===== src/rtl/led_pkg.sv =====
`default_nettype none
// ============================================================================
//  Module      : led_pkg
//  Description : Shared types and constants for the LED sequencer family:
//                pattern mode encoding, chase direction encoding, board clock.
//  Revision    : 1.0 - initial release
// ============================================================================
package led_pkg;

  // Board system clock, used to derive prescaler divisors.
  localparam int unsigned CLK_HZ = 12_000_000;

  // Run-time selectable LED pattern; encoding matches the 2-bit mode pins.
  typedef enum logic [1:0] {
    MODE_ALL_ON = 2'd0,
    MODE_BLINK  = 2'd1,
    MODE_CHASE  = 2'd2,
    MODE_COUNT  = 2'd3
  } led_mode_t;

  // Direction of the bouncing one-hot in CHASE mode.
  typedef enum logic {
    DIR_UP   = 1'b0,
    DIR_DOWN = 1'b1
  } chase_dir_t;

  // Number of system clock cycles in a given number of milliseconds.
  function automatic int unsigned cycles_per_ms(input int unsigned ms);
    return (CLK_HZ / 1000) * ms;
  endfunction

endpackage
`default_nettype wire


===== src/rtl/led_prescaler.sv =====
`default_nettype none
// ============================================================================
//  Module      : led_prescaler
//  Description : Free-running clock divider. Counts 0..DIV-1 and wraps,
//                pulsing tick for one cycle on the terminal count. A
//                synchronous clear restarts the count and suppresses any tick
//                coinciding with it.
//  Revision    : 1.0 - initial release
// ============================================================================
module led_prescaler #(
  parameter int unsigned DIV = 3_000_000
) (
  input  logic clk,
  input  logic rst,
  input  logic clr,
  output logic tick
);

  // DIV is at least 2, so the counter is always at least one bit wide.
  localparam int unsigned     CNT_W = (DIV > 2) ? $clog2(DIV) : 1;
  localparam logic [CNT_W-1:0] LAST  = CNT_W'(DIV - 1);
  localparam logic [CNT_W-1:0] ONE   = CNT_W'(1);

  logic [CNT_W-1:0] div_cnt;
  logic             at_last;

  assign at_last = (div_cnt == LAST);

  // Divider count: restarts on clear or after the terminal count.
  always_ff @(posedge clk or posedge rst) begin
    if (rst) begin
      div_cnt <= '0;
    end else if (clr || at_last) begin
      div_cnt <= '0;
    end else begin
      div_cnt <= div_cnt + ONE;
    end
  end

  // A clear in the same cycle wins over the terminal-count pulse.
  assign tick = at_last & ~clr;

endmodule
`default_nettype wire


===== src/rtl/led_sequencer.sv =====
`default_nettype none
// ============================================================================
//  Module      : led_sequencer
//  Description : Run-time selectable LED pattern generator with global PWM
//                brightness. Patterns step on a prescaled tick; a change of
//                mode restarts the prescaler and reloads the pattern. The
//                pattern is gated by a free-running PWM comparator and
//                registered onto the LED pins.
//  Revision    : 1.0 - initial release
// ============================================================================
module led_sequencer
  import led_pkg::*;
#(
  parameter int unsigned N_LEDS   = 8,
  parameter int unsigned TICK_DIV = CLK_HZ / 4,
  parameter int unsigned PWM_BITS = 4
) (
  input  logic                clk,
  input  logic                rst,
  input  logic [1:0]          mode,
  input  logic [PWM_BITS-1:0] brightness,
  output logic [N_LEDS-1:0]   leds,
  output logic                tick
);

  localparam logic [N_LEDS-1:0]   ALL_ONES = {N_LEDS{1'b1}};
  localparam logic [N_LEDS-1:0]   LED_ONE  = N_LEDS'(1);
  localparam logic [PWM_BITS-1:0] PWM_MAX  = {PWM_BITS{1'b1}};
  localparam logic [PWM_BITS-1:0] PWM_ONE  = PWM_BITS'(1);

  // Value a pattern starts from when its mode is entered.
  function automatic logic [N_LEDS-1:0] init_pattern(input led_mode_t m);
    logic [N_LEDS-1:0] v;
    v = ALL_ONES;
    case (m)
      MODE_ALL_ON: v = ALL_ONES;
      MODE_BLINK:  v = ALL_ONES;
      MODE_CHASE:  v = LED_ONE;
      MODE_COUNT:  v = '0;
    endcase
    return v;
  endfunction

  led_mode_t           mode_in;
  led_mode_t           mode_q;
  logic                mode_change;
  logic                step;

  chase_dir_t          dir;
  chase_dir_t          dir_next;
  logic [N_LEDS-1:0]   chase_next;
  logic [N_LEDS-1:0]   pattern;
  logic [N_LEDS-1:0]   pattern_next;

  logic [PWM_BITS-1:0] pwm_cnt;
  logic                gate;

  assign mode_in     = led_mode_t'(mode);
  assign mode_change = (mode_in != mode_q);

  // ------------------------------------------------------------------------
  // Pattern step timebase; a mode change restarts it so the first step of a
  // new pattern is a full period away.
  // ------------------------------------------------------------------------
  led_prescaler #(
    .DIV (TICK_DIV)
  ) u_prescaler (
    .clk  (clk),
    .rst  (rst),
    .clr  (mode_change),
    .tick (step)
  );

  assign tick = step;

  // Track the selected mode so a change can be detected one cycle later.
  always_ff @(posedge clk or posedge rst) begin
    if (rst) begin
      mode_q <= MODE_ALL_ON;
    end else begin
      mode_q <= mode_in;
    end
  end

  // ------------------------------------------------------------------------
  // CHASE direction FSM
  // ------------------------------------------------------------------------

  // Direction state register.
  always_ff @(posedge clk or posedge rst) begin
    if (rst) begin
      dir <= DIR_UP;
    end else begin
      dir <= dir_next;
    end
  end

  // Direction turns around when the lit bit sits at either end on a step.
  // A single LED has no ends to bounce between, so it never turns.
  always_comb begin
    dir_next = dir;
    if (mode_change) begin
      dir_next = DIR_UP;
    end else if (step && (mode_q == MODE_CHASE) && (N_LEDS > 1)) begin
      case (dir)
        DIR_UP:   if (pattern[N_LEDS-1]) dir_next = DIR_DOWN;
        DIR_DOWN: if (pattern[0])        dir_next = DIR_UP;
      endcase
    end
  end

  // Shifted one-hot for the next chase step, turning at the end bits.
  always_comb begin
    chase_next = pattern;
    if (N_LEDS > 1) begin
      case (dir)
        DIR_UP:   chase_next = pattern[N_LEDS-1] ? (pattern >> 1) : (pattern << 1);
        DIR_DOWN: chase_next = pattern[0]        ? (pattern << 1) : (pattern >> 1);
      endcase
    end
  end

  // ------------------------------------------------------------------------
  // Pattern register
  // ------------------------------------------------------------------------

  // Mode change reloads the new mode's start value; otherwise step on tick.
  always_comb begin
    pattern_next = pattern;
    if (mode_change) begin
      pattern_next = init_pattern(mode_in);
    end else if (step) begin
      case (mode_q)
        MODE_ALL_ON: pattern_next = pattern;
        MODE_BLINK:  pattern_next = ~pattern;
        MODE_CHASE:  pattern_next = chase_next;
        MODE_COUNT:  pattern_next = pattern + LED_ONE;
      endcase
    end
  end

  // Pattern state; reset matches the ALL_ON start value.
  always_ff @(posedge clk or posedge rst) begin
    if (rst) begin
      pattern <= ALL_ONES;
    end else begin
      pattern <= pattern_next;
    end
  end

  // ------------------------------------------------------------------------
  // PWM brightness and output stage
  // ------------------------------------------------------------------------

  // Free-running PWM phase counter.
  always_ff @(posedge clk or posedge rst) begin
    if (rst) begin
      pwm_cnt <= '0;
    end else begin
      pwm_cnt <= pwm_cnt + PWM_ONE;
    end
  end

  // Full-scale brightness is forced to 100 % instead of (2^N-1)/2^N.
  assign gate = (brightness == PWM_MAX) || (pwm_cnt < brightness);

  // Registered, brightness-gated LED drive.
  always_ff @(posedge clk or posedge rst) begin
    if (rst) begin
      leds <= '0;
    end else begin
      leds <= pattern & {N_LEDS{gate}};
    end
  end

endmodule
`default_nettype wire


===== config.mk =====
export PLATFORM = sky130hd
export DESIGN_NAME = led_sequencer
export DESIGN_NICKNAME = d
export VERILOG_FILES = /design/src/rtl/led_pkg.sv /design/src/rtl/led_prescaler.sv /design/src/rtl/led_sequencer.sv
export SDC_FILE = /design/constraint.sdc
export NUM_CORES = 1
export LEC_CHECK = 0
export CORE_ASPECT_RATIO = 1.4
export CORE_MARGIN = 5
export CORE_UTILIZATION = 30
export DETAILED_ROUTE_END_ITERATION = 10
export PLACE_DENSITY = 0.53
export SLEW_MARGIN = 40
export SYNTH_ARGS = -nofsm -noshare
export SYNTH_HDL_FRONTEND = slang
export SYNTH_HIERARCHICAL = 1
export SYNTH_SLANG_ARGS = --single-unit

===== constraint.sdc =====
create_clock -name clk -period 2.8 [get_ports clk]
set_clock_uncertainty 0.1 [all_clocks]
set_input_delay 0.28 -clock clk [delete_from_list [all_inputs] [get_ports clk]]
set_output_delay 0.28 -clock clk [all_outputs]
set_load 0.05 [all_outputs]

==> flow_summary.ini, run 1 <==
[critical_path]
worstPathRequired_ns = 2.42
crit_fanout = 8
r2r_cells = 9
worstPathArrival_ns = 2.02
ff2ff_setup_slack_ns = 0.44
path_cells = ha_1 -> and4_1 -> and2_1 -> nand3_1 -> nor2_2 -> buf_4 -> buf_12
end_kind = output pin
cp_top_family = simple AND/OR/NAND/NOR gates
path_depth = 7
critPathMaxStageDelay_ns = 0.38
crit_slowest_cell = dfrtp_1
start_kind = flip-flop
path_class = reg2out
critical_path_buf_inv_count = 2

[logic_synthesis]
syn_area_um2 = 2790
synthTopCellsByArea = dfrtp_1 (33%), dfstp_2 (7.5%), xor2_1 (3.4%)
synth_area_leader_cell = dfrtp_1
syn_avg_cell_area_um2 = 9.40
synth-main-ff-cell = dfrtp_1
synth_async_sr_flop_share_pct = 100
syn_nets = 312
synth.top_cell.area_share_pct = 33.2
synth_edf_count = 0
ys_seq_area_share_pct = 40.7
synth_cells = 297
ys_types = 64
yosysWarnings = 6
ys_seq_elements = 45

[sta]
finalSetupTns_ns = 0
slew_viol_final = 0
setup_viol = 0
finalCritPeriodShare_pct = 85.9
hold_viol = 0
max_slew_margin_pct = 52.5
worst_slew_pin_slew_ns = 0.704
fin_crit_ns = 2.40
fmax_mhz = 416
rsz0062_at_grt = no

[cells_and_area]
area_growth_pct = 12.8
final_util_pct = 34.7
final_nets = 321
final_common_cell = dfrtp_1
ff_latch_area_um2 = 1140
mostFrequentLayoutCells = dfrtp_1 (37), nand2_1 (23), nor2_1 (23)
fill_cells = 915
diodes = 0
drive_gt1_share_pct = 16.6
multi_input_area_um2 = 1450

[grt]
grt_pass1_wl_mm = 10.4
use_met1_pct = 13.1
grt_max_degree = 23
met2_usage_pct = 19.7
grt_busiest_layer = met2
grt_overflow = 0
antenna_found_initial = 0
grt_pass1_vias = 2093
grt_use_met3_pct = 2.66
grtUsageTotal_pct = 11.3

[power_and_ir_drop]
sw_frac_of_total_pct = 29.5
intPower_mw = 1.16
ir_drop_mv = 0.316
power_leakage_nw = 1.33
p_total_mw = 1.64
p_per_area_nw_per_um2 = 520
p_switching_mw = 0.483
power_frac_comb_pct = 19.0
power.share.clock_pct = 34.8
seqPwrFrac_pct = 46.2

[drt]
firstDrtPassIters = 5
drt_wl_total_mm = 6.04
num_vias = 2171
vias_per_cell = 5.24
drc = 0
avgRoutedWirePerCell_um = 14.6
drt-initial-drc-count = 133
ant_nets = 0

[clock_network]
cts_sinks = 45
root_buffer = clkbuf_16
clk_pin_slew_worst_paths_ns = 0.06
ctsResizeCount = 0
clock_path_buffers = 2
cts_buffers = 5
ctsHoldBuffers = 0
post-cts-setup-buffers = 0
cts_tree = done
insertion_delay_ns = 0.28
h-tree-depth = 2

[job]
maxCapViolCount = 0

[die]
fp.coreArea_um2 = 9080
dieHeight_um = 124
die_w_um = 91.5
fp-row-count = 41
io_pins = 17
die-area_um2 = 11400
floorplan.initialDensity_pct = 30.8

[placed_design]
dpl.hpwl_mm = 4.39
portBuffers = 16
routabilityCongestion = 0.835

[hold_path]
min_path_type = in2async

[outcome]
status = completed
[metal layers]
layer | share of wire [%] | vias to the layer above | wire length [um]
li1 | - | 1069 | -
met1 | 42 | 1047 | 2530
met2 | 51 | 43 | 3070
met3 | 3.9 | 12 | 233
met4 | 3.2 | 0 | 195
met5 | 0 | - | 0
[flip-flops by register name, summed over array words and instances (netlist names)]
name,cells
pwm_cnt,4
leds,8
pattern,8
dir,1
mode_q,2
u_prescaler/div_cnt,22
[logic make-up (layout without fill, tap and decap cells)]
kind of cell,count (synthesis),in the layout,synth area share (%)
multiplexers,4,4,1.61
XOR/XNOR,18,18,6.18
adder cells (fa/ha/maj),7,7,3.14
flip-flops,45,45,40.7
AO/OA/AOI/OAI,71,71,16.6
AND/OR/NAND/NOR,114,114,24.4
buffers and inverters,38,48,7.39
[final timing paths]
| check | start | end |
|---|---|---|
| max in group asynchronous | rst | pattern[6]$_DFFE_PP1P_ |
| hold reg to reg | pwm_cnt[0]$_DFF_PP0_ | pwm_cnt[0]$_DFF_PP0_ |
| min in group clk | pwm_cnt[0]$_DFF_PP0_ | pwm_cnt[0]$_DFF_PP0_ |
| setup / recovery | u_prescaler/div_cnt[0]$_DFF_PP0_ | tick |
| hold / removal | rst | pwm_cnt[2]$_DFF_PP0_ |
| setup reg to reg | u_prescaler/div_cnt[0]$_DFF_PP0_ | pattern[6]$_DFFE_PP1P_ |
[synth_stat cells (all sizes together), types with 2 or more instances]
library cell   n
and4           4
and3          14
a22oi          2
dfrtp         37
a21boi         2
nand2b         2
a211oi         3
ha             7
buf           19
nor4b          2
nor2b          3
nor3           3
xor2          12
a21o           3
o21a           3
a31oi          6
nand2         24
o22ai          2
nand3         15
dfstp          8
or4            4
or3            5
a21oi         14
o21ai         23
inv           18
o31ai          2
nand4          6
xnor2          6
o311ai         3
and2           4
mux2i          3
nor2          25
[power by group through the flow]
stage | Combinational, mW | Sequential [mW] | Clock, mW
2_1_floorplan | 0.210 | 0.785 | 0
3_3_place_gp | 0.312 | 0.768 | 0
3_5_place_dp | 0.315 | 0.768 | 0
4_1_cts | 0.315 | 0.756 | 0.596
5_1_grt | 0.341 | 0.764 | 0.618
6_report | 0.311 | 0.757 | 0.571
[final cells by class]
type	count	area share [%]
clock inverters	2	0.477
well taps	107	4.25
multi-input cells	214	46.1
clock buffers	6	4.09
flip-flops and latches	45	36.1
inverters	18	2.15
repair buffers	22	6.83
[per-stage QoR]
stage | hold WS, ns | worst slack [ns] | instance area [um2] | cells
after detailed placement | 0.364 | 0.408 | 3010 | 406
after global routing | 0.325 | 0.195 | 3150 | 414
after CTS | 0.304 | 0.360 | 3150 | 414
after floorplan | 0.169 | 0.155 | 2800 | 297
after global placement | 0.359 | 0.473 | 3010 | 406
final | 0.283 | 0.395 | 3150 | 414
No activity file was read; power rests on OpenSTA's default activity.
==> run 2: changes to the inputs <==
- CORE_ASPECT_RATIO: 1.4 -> not set
==> flow_summary.ini, run 2 (synthesized netlist as in run 1, its figures left out) <==
[critical_path]
path_class = reg2out
worstSetupEndpoint = tick
worstPathRequired_ns = 2.42
path_depth = 7
ff2ff_setup_slack_ns = 0.34
r2r-start = u_prescaler/div_cnt[0]$_DFF_PP0_
r2r_end = pattern[6]$_DFFE_PP1P_
crit_fanout = 7
path_cells = ha_1 -> and4_1 -> and2_1 -> nand3_1 -> nor2_2 -> buf_4 -> buf_12
crit_slowest_cell = dfrtp_1
worstPathArrival_ns = 2.15
critical_path_buf_inv_count = 2
critPathMaxStageDelay_ns = 0.39
r2r_cells = 9
cp_top_family = simple AND/OR/NAND/NOR gates
startpoint = u_prescaler/div_cnt[0]$_DFF_PP0_
end_kind = output pin
start_kind = flip-flop

[cells_and_area]
largest_register_ffs = 22
final_nets = 321
fin_cells = 418
diodes = 0
mostFrequentLayoutCells = dfrtp_1 (37), nand2_1 (23), nor2_1 (23)
final_common_cell = dfrtp_1
area_growth_pct = 11.8
top_register = u_prescaler/div_cnt
largestRegisters = u_prescaler/div_cnt (22), leds (8), pattern (8)
drive_gt1_share_pct = 16.6

[grt]
antenna_found_initial = 0
grt_pass1_wl_mm = 10.1
grt_max_degree = 23
grt_pass1_vias = 2052
grtUsageTotal_pct = 11.0
met2_usage_pct = 18.0
grt_use_met3_pct = 3.10
use_met1_pct = 14.5
grt_busiest_layer = met2
grt_overflow = 0

[power_and_ir_drop]
p_per_area_nw_per_um2 = 499
power_frac_comb_pct = 19.8
p_switching_mw = 0.466
ir_drop_mv = 0.181
power_leakage_nw = 1.32
seqPwrFrac_pct = 48.4
power.share.clock_pct = 31.8
intPower_mw = 1.09
sw_frac_of_total_pct = 29.9

[job]
maxCapViolCount = 0

[drt]
drt_wl_total_mm = 5.87
num_vias = 2149
vias_per_cell = 5.14
ant_nets = 0
drt-initial-drc-count = 126
drc = 0
avgRoutedWirePerCell_um = 14.1
firstDrtPassIters = 4

[sta]
worst_slew_pin_slew_ns = 0.541
finalCritPeriodShare_pct = 90.2
fin_crit_ns = 2.53
setup_viol = 0
slew_viol_final = 0
max_slew_margin_pct = 63.5
rsz0062_at_grt = no
fmax_mhz = 396
finalSetupTns_ns = 0
hold_viol = 0

[clock_network]
cts_tree = done
clk_pin_slew_worst_paths_ns = 0.09
cts_sinks = 45
insertion_delay_ns = 0.30
post-cts-setup-buffers = 0
cts_buffers = 5
ctsResizeCount = 0
root_buffer = clkbuf_8
clock_path_buffers = 2
h-tree-depth = 2
ctsHoldBuffers = 0

[hold_path]
min_path_type = in2async

[outcome]
status = completed

[placed_design]
dpl.cell_count = 410
dpl.hpwl_mm = 4.16
portBuffers = 16
routabilityCongestion = 0.826

[die]
die-area_um2 = 11300
dieHeight_um = 106
io_pins = 17
floorplan.initialDensity_pct = 30.5
die_w_um = 106
fp-row-count = 35
fp.coreArea_um2 = 9150
-- run 2: cell types whose count changed in the layout (fill, tap and decap cells not counted), sizes merged --
cell	previous run	this run
bufinv	0	1
clkinv	0	1
clkinvlp	2	0
-- run 2: how the worst min path moves through the flow --
stage	start	to	slack, ns	depth (start not counted)
after floorplan	rst	u_prescaler/div_cnt[0]$_DFF_PP0_	0.17	1
after global placement	u_prescaler/div_cnt[0]$_DFF_PP0_	u_prescaler/div_cnt[0]$_DFF_PP0_	0.36	1
after detailed placement	u_prescaler/div_cnt[0]$_DFF_PP0_	u_prescaler/div_cnt[0]$_DFF_PP0_	0.37	1
after CTS	rst	u_prescaler/div_cnt[15]$_DFF_PP0_	0.27	2
after global routing	rst	pwm_cnt[1]$_DFF_PP0_	0.30	2
final	rst	pwm_cnt[1]$_DFF_PP0_	0.25	2
-- run 2: per-layer routing --
layer	routed length, um	up-vias
met5	0	-
met4	41	0
met3	298	5
met2	2720	42
met1	2810	1027
li1	-	1075
-- run 2: cell type report --
cell class              instances  area (um2)
fillers                       920        6030
repair buffers                 22         215
well taps                     111         139
clock buffers                   6        72.6
flip-flops and latches         45        1140
clock inverters                 2        38.8
multi-input cells             214        1450
inverters                      18        67.6
-- run 2: power groups by stage --
stage | logic [mW] | clock network [mW] | registers [mW]
2_1_floorplan | 0.210 | 0 | 0.785
3_3_place_gp | 0.310 | 0 | 0.769
3_5_place_dp | 0.311 | 0 | 0.767
4_1_cts | 0.312 | 0.515 | 0.755
5_1_grt | 0.340 | 0.540 | 0.764
6_report | 0.308 | 0.496 | 0.755
-- run 2: worst register-to-register path, stage by stage, from the launching register on --
cell and delay, ns:
dfrtp_1 0.39, ha_1 0.21, and4_1 0.38, and2_1 0.20
nand3_1 0.10, nor2_2 0.22, inv_1 0.10, a21oi_1 0.26
nor2_1 0.08, a2111oi_2 0.32
-- run 2: per-stage QoR --
stage                     hold WS [ns]  power, mW  cell area [um2]  utilization (%)  setup slack, ns
final                            0.253       1.56             3120             34.1            0.274
after global placement           0.360       1.08             3010             32.9            0.415
after floorplan                  0.169      0.996             2800                -            0.155
after CTS                        0.265       1.58             3120             34.1            0.237
after global routing             0.299       1.64             3120             34.1           0.0854
after detailed placement         0.373       1.08             3010             32.9            0.349
